**src/rtl/req_order_arbiter.sv**
```systemverilog
// First-come-first-served arbiter granting a shared single-entry sink to
// NUM_PORTS level requesters, with an order queue, empty-queue bypass and flush.
module req_order_arbiter #(
  parameter int NUM_PORTS = 4,
  parameter int DEPTH     = 4,
  parameter bit TIE_RR    = 1'b0,
  parameter int PORT_W    = $clog2(NUM_PORTS)
) (
  input  logic                         clk,
  input  logic                         rst_b,
  input  logic [NUM_PORTS-1:0]         req,
  input  logic                         sink_ready,
  input  logic                         flush,
  output logic                         grant_valid,
  output logic [PORT_W-1:0]            grant_port,
  output logic [NUM_PORTS-1:0]         grant_onehot,
  output logic [$clog2(DEPTH+1)-1:0]   count,
  output logic                         full,
  output logic                         empty
);

  localparam int          CNT_W = $clog2(DEPTH + 1);
  localparam int          PTR_W = (DEPTH > 1) ? $clog2(DEPTH) : 1;
  localparam int unsigned NP    = NUM_PORTS;

  logic [PORT_W-1:0]    fifo_mem [DEPTH];
  logic [PTR_W-1:0]     head, tail, head_nxt, tail_nxt;
  logic [NUM_PORTS-1:0] queued, queued_nxt, avail, cand_onehot;
  logic [PORT_W-1:0]    rr, rr_nxt, cand;
  logic                 cand_valid;
  logic                 can_grant, do_pop, do_push, do_bypass, accept;
  logic [CNT_W-1:0]     count_nxt;
  logic                 grant_valid_nxt;
  logic [PORT_W-1:0]    grant_port_nxt;
  logic [NUM_PORTS-1:0] grant_onehot_nxt;

  function automatic logic [PTR_W-1:0] ptr_inc(input logic [PTR_W-1:0] p);
    return (p == PTR_W'(DEPTH - 1)) ? '0 : p + PTR_W'(1);
  endfunction

  // Candidate: one unqueued requester, lowest index or rotating from rr+1.
  always_comb begin
    int unsigned idx;
    idx        = 0;
    avail      = req & ~queued;
    cand       = '0;
    cand_valid = 1'b0;
    for (int unsigned k = 0; k < NP; k++) begin
      idx = TIE_RR ? ((32'(rr) + 32'd1 + k) % NP) : k;
      if (!cand_valid && avail[idx]) begin
        cand_valid = 1'b1;
        cand       = PORT_W'(idx);
      end
    end
  end

  // Flush outranks everything; a full queue only blocks pushes while no pop frees a slot.
  always_comb begin
    can_grant   = sink_ready & ~grant_valid;
    do_pop      = ~flush & can_grant & ~empty;
    do_bypass   = ~flush & can_grant & empty & cand_valid;
    do_push     = ~flush & cand_valid & (do_pop | (~can_grant & ~full));
    accept      = do_push | do_bypass;
    cand_onehot = accept ? (NUM_PORTS'(1) << cand) : '0;

    count_nxt = count;
    if (flush)                    count_nxt = '0;
    else if (do_push && !do_pop)  count_nxt = count + CNT_W'(1);
    else if (do_pop && !do_push)  count_nxt = count - CNT_W'(1);

    head_nxt   = flush ? '0 : (do_pop  ? ptr_inc(head) : head);
    tail_nxt   = flush ? '0 : (do_push ? ptr_inc(tail) : tail);
    queued_nxt = flush ? '0 : ((queued & req) | cand_onehot);
    rr_nxt     = flush ? '0 : (accept ? cand : rr);

    grant_valid_nxt = do_pop | do_bypass;
    grant_port_nxt  = '0;
    if (do_pop)         grant_port_nxt = fifo_mem[head];
    else if (do_bypass) grant_port_nxt = cand;
    grant_onehot_nxt = grant_valid_nxt ? (NUM_PORTS'(1) << grant_port_nxt) : '0;
  end

  always_ff @(posedge clk or negedge rst_b) begin
    if (!rst_b) begin
      head         <= '0;
      tail         <= '0;
      queued       <= '0;
      rr           <= '0;
      count        <= '0;
      full         <= 1'b0;
      empty        <= 1'b1;
      grant_valid  <= 1'b0;
      grant_port   <= '0;
      grant_onehot <= '0;
    end else begin
      head         <= head_nxt;
      tail         <= tail_nxt;
      queued       <= queued_nxt;
      rr           <= rr_nxt;
      count        <= count_nxt;
      full         <= (count_nxt == CNT_W'(DEPTH));
      empty        <= (count_nxt == '0);
      grant_valid  <= grant_valid_nxt;
      grant_port   <= grant_port_nxt;
      grant_onehot <= grant_onehot_nxt;
    end
  end

  always_ff @(posedge clk) begin
    if (do_push) fifo_mem[tail] <= cand;
  end

endmodule

```
**config.mk**
```make
export PLATFORM = sky130hd
export DESIGN_NAME = req_order_arbiter
export DESIGN_NICKNAME = d
export VERILOG_FILES = /design/src/rtl/req_order_arbiter.sv
export SDC_FILE = /design/constraint.sdc
export NUM_CORES = 1
export LEC_CHECK = 0
export ABC_CLOCK_PERIOD_IN_PS = 4400
export BUFFER_PORTS_ARGS = -buffer_cell sky130_fd_sc_hd__buf_2
export CAP_MARGIN = 25
export CELL_PAD_IN_SITES_DETAIL_PLACEMENT = 1
export CELL_PAD_IN_SITES_GLOBAL_PLACEMENT = 2
export CORE_MARGIN = 1
export CORE_UTILIZATION = 40
export CTS_CLUSTER_SIZE = 16
export DETAILED_ROUTE_END_ITERATION = 8
export PLACE_DENSITY_LB_ADDON = 0.1
export SLEW_MARGIN = 20
export SYNTH_ARGS = -nofsm -noshare
export SYNTH_HDL_FRONTEND = slang
export SYNTH_SLANG_ARGS = --single-unit
```
**constraint.sdc**
```tcl
create_clock -name clk -period 4.4 [get_ports clk]
set_input_delay 0.88 -clock clk [delete_from_list [all_inputs] [get_ports clk]]
set_output_delay 0.88 -clock clk [all_outputs]
set_load 0.005 [all_outputs]
```
==> summary.txt <==
RSZ-0062 raised after global routing: no
Slew Viols, Final: 0
VDD IR-drop max: 0.0001260 V
Die H: 61.38 microns
Hold/Removal Path Class: input port to asynchronous set/reset pin
setup TNS: 0 ps
post-CTS setup buffers: 0
DRT iter0 DRCs: 35
# IOs: 20
layout cells sized above 1: 22.14%
crit path launch type: input port
crit-path cells: buf_2, nor4b_4, o21ai_0, nor2_1, and2_1
final setup violation count: 0
crit path capture type: flop
Arrival @ worst endpoint: 2230 ps
post-layout util: 47.43%
sequential area share after synthesis: 52.62%
Synth async-reset ratio: 71.43%
DP Worst Slack: 1835 ps
worst-margin pin slew: 664.2 ps
syn avg cell area: 11.85 sq um
area delta synth->final: 13.13%
critical path's largest stage delay: 440 ps
Worst EP required: 4460 ps
Die ar.: 3767 sq um
Total Routing Usage GR: 17.24%
CTS buffer count: 3
EDFF count, synth: 8
Primary FF master, synth: dfrtp_1
Post-Synthesis Cells: 119
Seq cells post-synth: 28
status: complete, no violations
CTS Root Cell: clkbuf_4
fmax: 459.7 MHz
first-pass GRT wire length: 4616 microns
Routed Antenna Nets: 0
mapped cell area: 1410 sq um
RePlAce Congestion: 0.7125
synth warn: 0
final cycle utilization of the critical path: 49.44%
initial antenna violation count: 0
core area: 3363 sq um
drt drc: 0
DR vias/cell: 5.258
Hold WS: 470.6 ps
aggregate global routing overflow: 0
Port Buffer Count: 19
endpoints failing hold: 0
post-CTS sizing: 0
vias in the first global route: 940
Avg WL per Cell: 15.28 microns
Static Leak: 0.7310 nW
worst-path fanout max: 19
clock sinks: 28
n_diodes: 0
Die X: 61.38 microns
DRT Pass-1 Iters: 4
worst slew margin relative to its limit: 55.45%
CTS tree: yes
htree depth: 1
Initial Utilization: 41.93%
pwr dens: 366.0 nW/um^2
Hold-fix buffers, CTS: 0
num rows: 21
Mapped Nets: 134
Worst path top cell family by delay: simple AND/OR/NAND/NOR gates
Clock Tree Buf Depth: 2
Fillers: 403
Routed WL: 2843 microns
critical path buffer and inverter count: 1
final setup margin: 2225 ps
worst skew pair latency: 340 ps
MaxCap Viol Count: 0
Yosys cell types: 40
largest net degree at the start of global routing: 21
fin crit period: 2175 ps
skew final: 13.42 ps
Tot Pwr: 0.5839 mW
DP HPWL: 2168 microns
commonest non-fill, non-tap cells in the layout: dfrtp_1, buf_2, inv_1, nor2_1, edfxtp_1
fin nets: 156
CP max-delay cell: nor4b_4
kind of critical path: input port to flop
Reg clk slew, reported paths: 170 ps
routed vias: 978
==> synth_stat cells (2+ instances only) <==
| cell | instances | area (sq um) |
|---|---|---|
| nand2_1 | 4 | 15.01 |
| and3_1 | 2 | 12.51 |
| mux4_2 | 2 | 45.04 |
| nor3b_1 | 5 | 37.54 |
| o21ai_1 | 2 | 10.01 |
| and2_1 | 6 | 37.54 |
| or3_1 | 2 | 12.51 |
| nand2b_1 | 7 | 43.79 |
| inv_1 | 8 | 30.03 |
| a211oi_1 | 3 | 22.52 |
| nor2_1 | 8 | 30.03 |
| dfrtp_1 | 19 | 475.5 |
| ha_1 | 7 | 87.58 |
| a21oi_1 | 3 | 15.01 |
| nor2b_1 | 3 | 18.77 |
| o21ai_0 | 2 | 10.01 |
| nor3_1 | 2 | 10.01 |
| a31oi_1 | 3 | 18.77 |
| mux2i_1 | 3 | 30.03 |
| edfxtp_1 | 8 | 240.2 |
==> cell families after synthesis <==
logic type / count (synthesis) / share of synthesized area, %
AND/OR/NAND/NOR: 47 / 21.56
buffers and inverters: 10 / 3.194
multiplexers: 6 / 6.388
flip-flops: 28 / 52.62
XOR/XNOR: 1 / 0.6212
adder cells (fa/ha/maj): 7 / 6.211
AO/OA/AOI/OAI: 20 / 9.406
==> layer usage <==
layer / vias up / routed length, microns / global-route usage (%)
met4: 0 / 31 / 5.714
met1: 490 / 1355 / 23.40
li1: 467 / - / -
met5: - / 0 / 0
met3: 4 / 71 / 2.521
met2: 17 / 1385 / 28.42
==> sequential cells by signal, summed over array words and instances (netlist names) <==
register and cells:
fifo_mem 8, grant_onehot 4, queued 4, count 3, grant_port 2, head 2, tail 2, empty 1
full 1, grant_valid 1
==> power breakdown <==
group	total, mW	switching, mW	internal [mW]
clock network	0.150	0.0809	0.0695
registers	0.314	0.0204	0.293
logic	0.120	0.0659	0.0537
total	0.584	0.167	0.417
==> layout make-up <==
class                           count  area, sq um  share of cell area (%)
Timing Repair Buffer               19        95.09                   5.961
Clock buffer                        4        47.55                   2.980
Inverter                            8        30.03                   1.882
Sequential cell                    28        742.0                   46.51
Tap cell                           46        57.56                   3.608
Multi-Input combinational cell     81        623.1                   39.06
==> through the flow <==
stage	instances	cell area, sq um
finish	186	1595
global route	186	1595
CTS	186	1595
detailed placement	182	1548
global placement	182	1548
floorplan	119	1410
==> final timing paths <==
check / to / slack (ps) / cells after the start / startpoint
worst max register to register: fifo_mem[0][0] / 2410 / 5 / grant_valid
min in group clk: tail[0] / 580 / 1 / tail[0]
max in group asynchronous: empty / 3580 / 1 / rst_b
worst min-delay path: queued[0] / 470 / 1 / rst_b
worst max-delay path: fifo_mem[0][0] / 2220 / 5 / flush
worst min register to register: tail[0] / 580 / 1 / tail[0]
No activity file was read; power rests on OpenSTA's default activity.
